<file path="src/rtl/i2c_txn_arbiter.sv">
// Round-robin arbiter sharing one i2c_controller among NREQ requesters.
// Optional stuck-transaction abort is enabled by defining I2C_ARB_TIMEOUT_EN.
module i2c_txn_arbiter #(
  parameter int NREQ      = 3,
  parameter int SETUP_CYC = 2,
  parameter int TMO_CYC   = 200000
) (
  input  logic              i_clk,
  input  logic              i_rst,
  input  logic [NREQ-1:0]   i_req,
  input  logic [7*NREQ-1:0] i_req_dev_addr,
  input  logic [8*NREQ-1:0] i_req_reg_addr,
  input  logic [8*NREQ-1:0] i_req_w_data,
  input  logic [NREQ-1:0]   i_req_rw,
  input  logic [2*NREQ-1:0] i_req_op_mode,
  output logic [NREQ-1:0]   o_gnt,
  output logic [NREQ-1:0]   o_done,
  output logic              o_err,
  output logic [7:0]        o_rd_data,
  output logic              o_busy,
  output logic [6:0]        o_dev_addr,
  output logic [7:0]        o_reg_addr,
  output logic [7:0]        o_w_data,
  output logic [31:0]       o_ctrl,
  input  logic [31:0]       i_status,
  input  logic [7:0]        i_rd_data
);

  localparam int IW = $clog2(NREQ);
  localparam int SW = $clog2(SETUP_CYC + 1);

  if (NREQ < 2 || NREQ > 8 || SETUP_CYC < 1 || TMO_CYC < 1) begin : g_param_check
    $error("i2c_txn_arbiter: parameter out of range");
  end

  typedef enum logic [2:0] {S_IDLE, S_SETUP, S_RUN, S_DONE, S_DRAIN} state_t;

  state_t        state, state_d;
  logic [IW-1:0] ptr, idx, pick;
  logic          pick_vld;
  logic [SW-1:0] setup_cnt;
  logic          setup_last;
  logic          en_q, rw_q, fin_q, abort_q, fin_rise, timeout;
  logic [1:0]    op_q;
  logic          unused_status;

  logic [6:0] dev_arr [NREQ];
  logic [7:0] reg_arr [NREQ];
  logic [7:0] wd_arr  [NREQ];
  logic [1:0] op_arr  [NREQ];

  for (genvar g = 0; g < NREQ; g++) begin : g_unpack
    assign dev_arr[g] = i_req_dev_addr[7*g +: 7];
    assign reg_arr[g] = i_req_reg_addr[8*g +: 8];
    assign wd_arr[g]  = i_req_w_data[8*g +: 8];
    assign op_arr[g]  = i_req_op_mode[2*g +: 2];
  end

  assign unused_status = ^i_status[31:2];

  // First requesting index at or after ptr, wrapping once around.
  always_comb begin : rr_pick
    int unsigned k;
    k        = 0;
    pick     = '0;
    pick_vld = 1'b0;
    for (int unsigned i = 0; i < NREQ; i++) begin
      k = 32'(ptr) + i;
      if (k >= NREQ) k = k - NREQ;
      if (!pick_vld && i_req[IW'(k)]) begin
        pick     = IW'(k);
        pick_vld = 1'b1;
      end
    end
  end

  assign setup_last = (setup_cnt == SW'(SETUP_CYC - 1));

  always_comb begin
    state_d  = state;
    fin_rise = i_status[1] & ~fin_q;
    unique case (state)
      S_IDLE:  if (pick_vld) state_d = S_SETUP;
      S_SETUP: if (setup_last) state_d = S_RUN;
      S_RUN:   if (fin_rise || timeout) state_d = S_DONE;
      S_DONE:  state_d = abort_q ? S_IDLE : S_DRAIN;
      S_DRAIN: begin
        if (timeout) state_d = S_DONE;
        else if (i_status[0] && !i_status[1]) state_d = S_IDLE;
      end
      default: state_d = S_IDLE;
    endcase
  end

  always_ff @(posedge i_clk) begin
    if (i_rst) begin
      state      <= S_IDLE;
      ptr        <= '0;
      idx        <= '0;
      o_gnt      <= '0;
      o_dev_addr <= '0;
      o_reg_addr <= '0;
      o_w_data   <= '0;
      o_rd_data  <= '0;
      rw_q       <= 1'b0;
      op_q       <= '0;
      en_q       <= 1'b0;
      fin_q      <= 1'b0;
      abort_q    <= 1'b0;
      setup_cnt  <= '0;
    end else begin
      state <= state_d;
      fin_q <= i_status[1];
      unique case (state)
        S_IDLE: if (pick_vld) begin
          idx        <= pick;
          o_gnt      <= NREQ'(1) << pick;
          o_dev_addr <= dev_arr[pick];
          o_reg_addr <= reg_arr[pick];
          o_w_data   <= wd_arr[pick];
          rw_q       <= i_req_rw[pick];
          op_q       <= op_arr[pick];
          setup_cnt  <= '0;
          abort_q    <= 1'b0;
        end
        S_SETUP: begin
          if (setup_last) en_q <= 1'b1;
          else setup_cnt <= setup_cnt + 1'b1;
        end
        S_RUN: begin
          if (fin_rise) begin
            en_q <= 1'b0;
            if (rw_q) o_rd_data <= i_rd_data;
          end else if (timeout) begin
            en_q    <= 1'b0;
            abort_q <= 1'b1;
          end
        end
        S_DONE: begin
          o_gnt <= '0;
          ptr   <= (idx == IW'(NREQ - 1)) ? '0 : idx + 1'b1;
        end
        S_DRAIN: if (timeout) abort_q <= 1'b1;
        default: ;
      endcase
    end
  end

`ifdef I2C_ARB_TIMEOUT_EN
  localparam int TW = $clog2(TMO_CYC + 1);
  logic [TW-1:0] tmo_cnt;
  logic          tmo_active;

  assign tmo_active = (state == S_RUN) || (state == S_DRAIN);

  always_ff @(posedge i_clk) begin
    if (i_rst || !tmo_active || state_d != state) tmo_cnt <= '0;
    else tmo_cnt <= tmo_cnt + 1'b1;
  end

  assign timeout = tmo_active && (tmo_cnt == TW'(TMO_CYC - 1));
  assign o_err   = (state == S_DONE) && abort_q;
`else
  assign timeout = 1'b0;
  assign o_err   = 1'b0;
`endif

  assign o_done = (state == S_DONE) ? (NREQ'(1) << idx) : '0;
  assign o_busy = (state != S_IDLE);
  // Enable is gated by reset so the controller stops in the reset cycle itself.
  assign o_ctrl = {28'd0, op_q, rw_q, en_q & ~i_rst};

endmodule
</file>
<file path="config.mk">
export PLATFORM = sky130hd
export DESIGN_NAME = i2c_txn_arbiter
export DESIGN_NICKNAME = d
export VERILOG_FILES = /design/src/rtl/i2c_txn_arbiter.sv
export SDC_FILE = /design/constraint.sdc
export NUM_CORES = 1
export LEC_CHECK = 0
export BUFFER_PORTS_ARGS = -buffer_cell sky130_fd_sc_hd__buf_2
export CAP_MARGIN = 20
export CELL_PAD_IN_SITES_DETAIL_PLACEMENT = 1
export CELL_PAD_IN_SITES_GLOBAL_PLACEMENT = 2
export CORE_UTILIZATION = 23
export DETAILED_ROUTE_END_ITERATION = 8
export PLACE_DENSITY = 0.89
export SYNTH_ARGS = -nofsm -noshare
export SYNTH_HDL_FRONTEND = slang
export SYNTH_SLANG_ARGS = --single-unit
</file>
<file path="constraint.sdc">
create_clock -name i_clk -period 4.8 [get_ports i_clk]
set_input_delay 0.96 -clock i_clk [delete_from_list [all_inputs] [get_ports i_clk]]
set_output_delay 0.96 -clock i_clk [all_outputs]
set_load 0.05 [all_outputs]
</file>
; Word level (Yosys, flattened, before mapping)
; Index checks and enable logic that the tools add are counted.
; Widths: inputs -> output; s select.
[word_totals]
reg_bits = 48
n_memories = 0
romBits = 0
wordCells = 107
output_inout_bits = 71
latchBits = 0
input_bits = 123
mem_bits_rw = 0
[classes]
n_reduce_logical = 17
div_mod_pow = 0
multipliers = 0
n_addsub = 7
n_eq_ne = 11
n_lt_le_gt_ge = 8
bitwise = 5
n_shift = 2
mux = 44
[op_table]
columns = cell, n
row1 = $bmux 8 s2, 2
row2 = $mux 8, 4
row3 = $mux 2, 11
row4 = $mux 3, 6
row5 = $pmux 3 s5, 1
row6 = $bmux 7 s2, 1
row7 = $mux 7, 2
row8 = $lt 2x3->1 const B, 4
row9 = $ne 2x2->1 const B, 5
row10 = $mux 1, 9
row11 = $reduce_and 3->1, 3
row12 = $bmux 1 s2, 4
row13 = $eq 3x2->1 const B, 2
row14 = $ge 3x2->1 const B, 2
row15 = $pmux 3 s2, 1
row16 = $reduce_bool 2->1, 3
row17 = $shl 1x2->3 const A, 2
row18 = $sub 2x2->2 const B, 3
row19 = $add 2x1->2 const B, 2
row20 = $bmux 2 s2, 1
row21 = $pmux 2 s2, 1
row22 = $reduce_and 2->1, 2
row23 = $reduce_and 4->1, 1
row24 = $add 2x1->3 const B, 1
row25 = other kinds (15), 21

; Depth between registers and ports, before layout
[depth]
depth_word = 15
depth_mapped = 12
ltp_nobuf = 8

; Worst setup path before layout
; Ideal clock, no wire load.
[synth_path]
kind = flip-flop to output port
from = register state[0]
to = output o_done[1]
path_stages_with_launch = 4
setup_slack_ns = 1.790
arrival_ns = 2.050
required_time_ns = 3.840
path_cell_list = dfxtp_1 clkbuf_1 nand3b_1 nor3b_1
[synth_between]
elab_chain_len = 2
[synth_lines]
columns = element, line_no
row1 = start: declaration, 38  ; state_t state, state_d;
row2 = start signal: assignment, 112  ; state <= state_d;
row3 = $eq 3x2->1, 168  ; assign o_done = (state == S_DONE) ? (NREQ'(1) << idx) : '0;
row4 = $mux 3, 168
row5 = end: declaration, 17  ; output logic [NREQ-1:0] o_done,
; No other way between the ends.

; Worst setup path after layout
[layout_path]
from = register ptr[0]
to = register o_w_data[2]
[layout_between]
elab_chain_len = 15
elab_cells_between_ends = 32
classes_between = 5 x add/sub / 3 x order compare / 18 x mux / 1 x bitwise / 5 x reduce/logical
[layout_lines]
columns = element, line_no
row1 = start: declaration, 39  ; logic [IW-1:0] ptr, idx, pick;
row2 = start signal: assignment, 141  ; ptr <= (idx == IW'(NREQ - 1)) ? '0 : idx + 1'b1;
row3 = "parallel branches: the longest is 15 deep, another holds $add 2x1->3", n/a
row4 = end signal: assignment, 120  ; o_w_data <= wd_arr[pick];
row5 = end: declaration, 23  ; output logic [7:0] o_w_data,
; Several ways; the timed one is not identified. The select of a mux whose other input is x is not followed.
; A chain may end at the register's enable or synchronous reset.

==> results.md <==
Outcome:
- The run finished with clean final reports.

Drt:
- Summing over every cut layer, the via total after detailed routing is approximately 2900.
- The mean routed wirelength per cell is 15.2 um.
- For this run, design rule violations remaining after detail routing come to 0.
- In this run, the number of DRC markers left after iteration 0 of detailed routing was 102.
- The routed design has between 9000 and 10000 um of wire.
- Once detail routing completed, the nets flagged for antenna violations numbered 0.
- The ratio of routed vias to standard cells is around 4.5.
- The first detailed-routing pass took 4 iterations.

Power:
- Summing internal, switching and leakage power gives 0.00135 W.
- The maximum ir drop on the vdd rail is ~0.14 mV.
- The cell leakage power is 1.68 nW.
- The power density normalized to cell area is 363 nW/um2.

Timing:
- Across the routed clock network, the largest skew measured is around 0.0048 ns.
- Setup violations remaining at the end of the flow were counted as 0.
- In the finished design, the share of the clock period the worst path needs comes to about 62%.
- The maximum clock frequency is roughly 340 MHz.
- Setup repair after global routing left no endpoint under its margin.
- The relative slew slack is 40.2%.
- The post-route setup TNS is 0 ns.
- The final-report max-slew violation count came to 0.
- The clock period minus final worst setup slack is ~3.0 ns.
- The actual transition at the worst max-transition pin is 0.893 ns.
- The number of failing hold endpoints at the final stage was 0.

GRT:
- The number of antenna violations at the first check in global routing is 0.
- Global routing consumed, over all layers together, around 15% of the routing resources.
- The number of global-route vias before repair is roughly 2900.
- The total congestion overflow after global routing is 0.
- The maximum number of pins on one net before global-route repair is 28.
- The first-pass GRT wire length is roughly 15000 um.

Die:
- The floorplan step set the die height to 114 um.
- The die outline width is between 100 and 150 um.
- The initial utilization of the core area, before any placement, comes to 23.8%.
- The floorplan step defined a die boundary enclosing ~13000 um2.
- After floorplanning, the core was divided into 40 placement rows.
- The standard cell core area is around 12000 um2.
- ~190 I/O pins were placed.

Critical path:
- The most critical setup path has its endpoint at o_w_data[2]$_SDFFE_PP0P_.
- The largest fanout on the critical path is 17.
- The critical path required time is around 5.0 ns.
- The reg2reg setup slack is roughly 1.8 ns.
- The setup path with the least slack is of type register to register.
- The critical register-to-register path startpoint is ptr[0]$_SDFFE_PP0P_.
- The depth of the worst register-to-register path is 9.
- The worst register-to-register path ends at o_w_data[2]$_SDFFE_PP0P_.
- The launching element of the worst setup path is ptr[0]$_SDFFE_PP0P_.
- The worst setup path is launched from a register.
- The kind of capture point of the worst setup path is a register.
- The data arrival time of the critical path is between 3 and 4 ns.

Yosys:
- Synthesis instantiated 46 different standard cells from the library.
- The warning count from the yosys run is 0.
- After synthesis the cells add up to around 2900 um2.
- Of the post-synthesis cell area, the dominant cell type holds around a third.
- Summing the sequential cell areas from Yosys gives 33.2% of the chip area.
- The synthesized instance count is around 340.
- After synthesis, the cell types taking the most area are dfxtp_1 33%, buf_4 8.8%, a31o_1 6.4%, a21oi_2 5.4%, o21ai_0 4.7%.
- In the synthesized netlist, the cells that appear most often are 48 x dfxtp_1, 34 x buf_4, 30 x nand2_1.
- The fraction of registers with async set or reset after synthesis is 0%.
- The dominant synthesized flop cell is dfxtp_1.
- The total of flip-flops plus latches after synthesis is 48.
- dfxtp_1 takes more of the synthesized area than any other cell.
- The cell with the most instances after synthesis is dfxtp_1.
- The average footprint of a synthesized cell is between 8 and 9 um2.
- The number of synthesized flops with an enable pin is 0.

Cells and area:
- The final cell count without fillers is 628.
- The proportion of layout cells with a drive suffix above 1 is 39.1%.
- The area growth from synthesis to layout is 28.4%.
- The post-route core utilization is around 31%.
- The final layout contains 587 nets.
- The repair_antennas step left the layout with diodes totalling 0.
- The finished cells cover about 3700 um2.

Job:
- The tool flagged a number of max-cap violations equal to 0.

Hold path:
- In this run the worst hold path is classified as register to register.

CTS:
- The maximum buffer depth of the clock tree is 2.
- At the later pin of the worst-skew pair, clock insertion delay measures roughly 0.3 ns.
- The number of resized instances in the post-cts repair step is 0.
- CTS built an H-tree with a depth of 2.
- The post-CTS clock slew at the launch and capture registers of the worst setup and hold paths is 0.07 ns.
- TritonCTS built the clock tree.
- The number of CTS-inserted buffers is 5.
- The tree is rooted in a clkbuf_16.
- The total of hold buffers inserted after clock tree synthesis is 0.
- Clock tree synthesis found a total of between 40 and 50 sinks.
- Post-CTS timing repair inserted 0 buffers for setup.

Place:
- The HPWL after detailed placement is slightly below 7000 um.
- The number of input and output port buffers inserted is 134.
- Summing all placed instances gives a cell area of 3540 um2.
- Once placement completed, the tool counted placed cells totaling 620.
- The final RePlAce weighted congestion is between 0.7 and 0.8.
-- kinds of logic after synthesis --
kind of cell | count (synthesis) | share of synthesized area [%]
AO/OA/AOI/OAI | 128 | 29.9
adder cells (fa/ha/maj) | 5 | 2.16
flip-flops | 48 | 33.2
multiplexers | 14 | 5.45
buffers and inverters | 60 | 14.6
AND/OR/NAND/NOR | 85 | 14.5
other | 1 | 0.130
-- per-stage QoR --
step	hold slack [ns]	setup slack, ns
2_1_floorplan	0.440	1.79
3_3_place_gp	0.433	1.43
3_5_place_dp	0.442	1.70
4_1_cts	0.451	1.83
5_1_grt	0.473	1.63
6_report	0.448	1.84
-- where the power goes --
group	switching [W]	leakage [nW]	internal, W
Combinational	0.000327	1.20	0.000130
Sequential	0.0000251	0.393	0.000439
Clock	0.000167	0.0871	0.000261
Total	0.000519	1.68	0.000830
-- final cells by class --
cell class / count / area (um2)
Clock inverter: 2 / 38.8
Sequential cell: 48 / 961
Inverter: 4 / 15.0
Fill cell: 1510 / 8450
Timing Repair Buffer: 139 / 736
Multi-Input combinational cell: 261 / 1620
Tap cell: 168 / 210
Clock buffer: 6 / 139
-- layer usage --
metal	up-vias	GRT usage, %	wire length (um)
li1	1386	-	-
met1	1338	17.9	4210
met2	116	25.1	4580
met3	14	3.60	597
met4	0	4.68	150
met5	-	0	0
-- state kept, by name (all words and copies together) (netlist names), 2 cells and up --
signal      count
op_q            2
ptr             2
setup_cnt       2
state           3
o_gnt           3
o_dev_addr      7
o_reg_addr      8
o_w_data        8
idx             2
o_rd_data       8
-- placed cells by master, fill, tap and decap left out, types with 3 or more instances in the layout --
master / netlist / layout
buf_2: 8 / 134
dfxtp_1: 48 / 48
nand2_1: 30 / 30
conb_1: 1 / 29
o21ai_0: 27 / 27
o21ai_1: 27 / 27
a31o_1: 21 / 21
nor2_1: 19 / 19
a21oi_2: 18 / 18
a21oi_1: 16 / 16
mux2i_1: 12 / 12
a31o_2: 6 / 6
nand3b_1: 5 / 5
ha_1: 5 / 5
clkbuf_16: 0 / 5
inv_1: 4 / 4
nor3b_1: 4 / 4
nor3_1: 4 / 4
nand2b_1: 4 / 4
nand3_1: 4 / 4
nor2b_1: 3 / 3
buf_4: 34 / 3
-- worst max-delay path, stage by stage, from the launching register on --
cell     delay [ns]
dfxtp_1        0.39
inv_1          0.08
ha_1           0.51
mux2i_1        0.35
o22a_1         0.24
a31o_1         0.38
and2b_1        0.58
buf_16         0.23
nand2_1        0.06
o21ai_1        0.07
-- worst min-delay path by stage --
stage                                          start                          to  slack, ns  cells past startpoint
final                     o_dev_addr[6]$_SDFFE_PP0P_  o_dev_addr[6]$_SDFFE_PP0P_       0.45                      2
after global placement    o_reg_addr[1]$_SDFFE_PP0P_  o_reg_addr[1]$_SDFFE_PP0P_       0.43                      2
after floorplan                    rw_q$_SDFFE_PP0P_           rw_q$_SDFFE_PP0P_       0.44                      2
after global routing      o_reg_addr[6]$_SDFFE_PP0P_  o_reg_addr[6]$_SDFFE_PP0P_       0.47                      2
after detailed placement    o_w_data[7]$_SDFFE_PP0P_    o_w_data[7]$_SDFFE_PP0P_       0.44                      2
after CTS                   o_w_data[7]$_SDFFE_PP0P_    o_w_data[7]$_SDFFE_PP0P_       0.45                      2
Power figures use the tool's default switching activity.
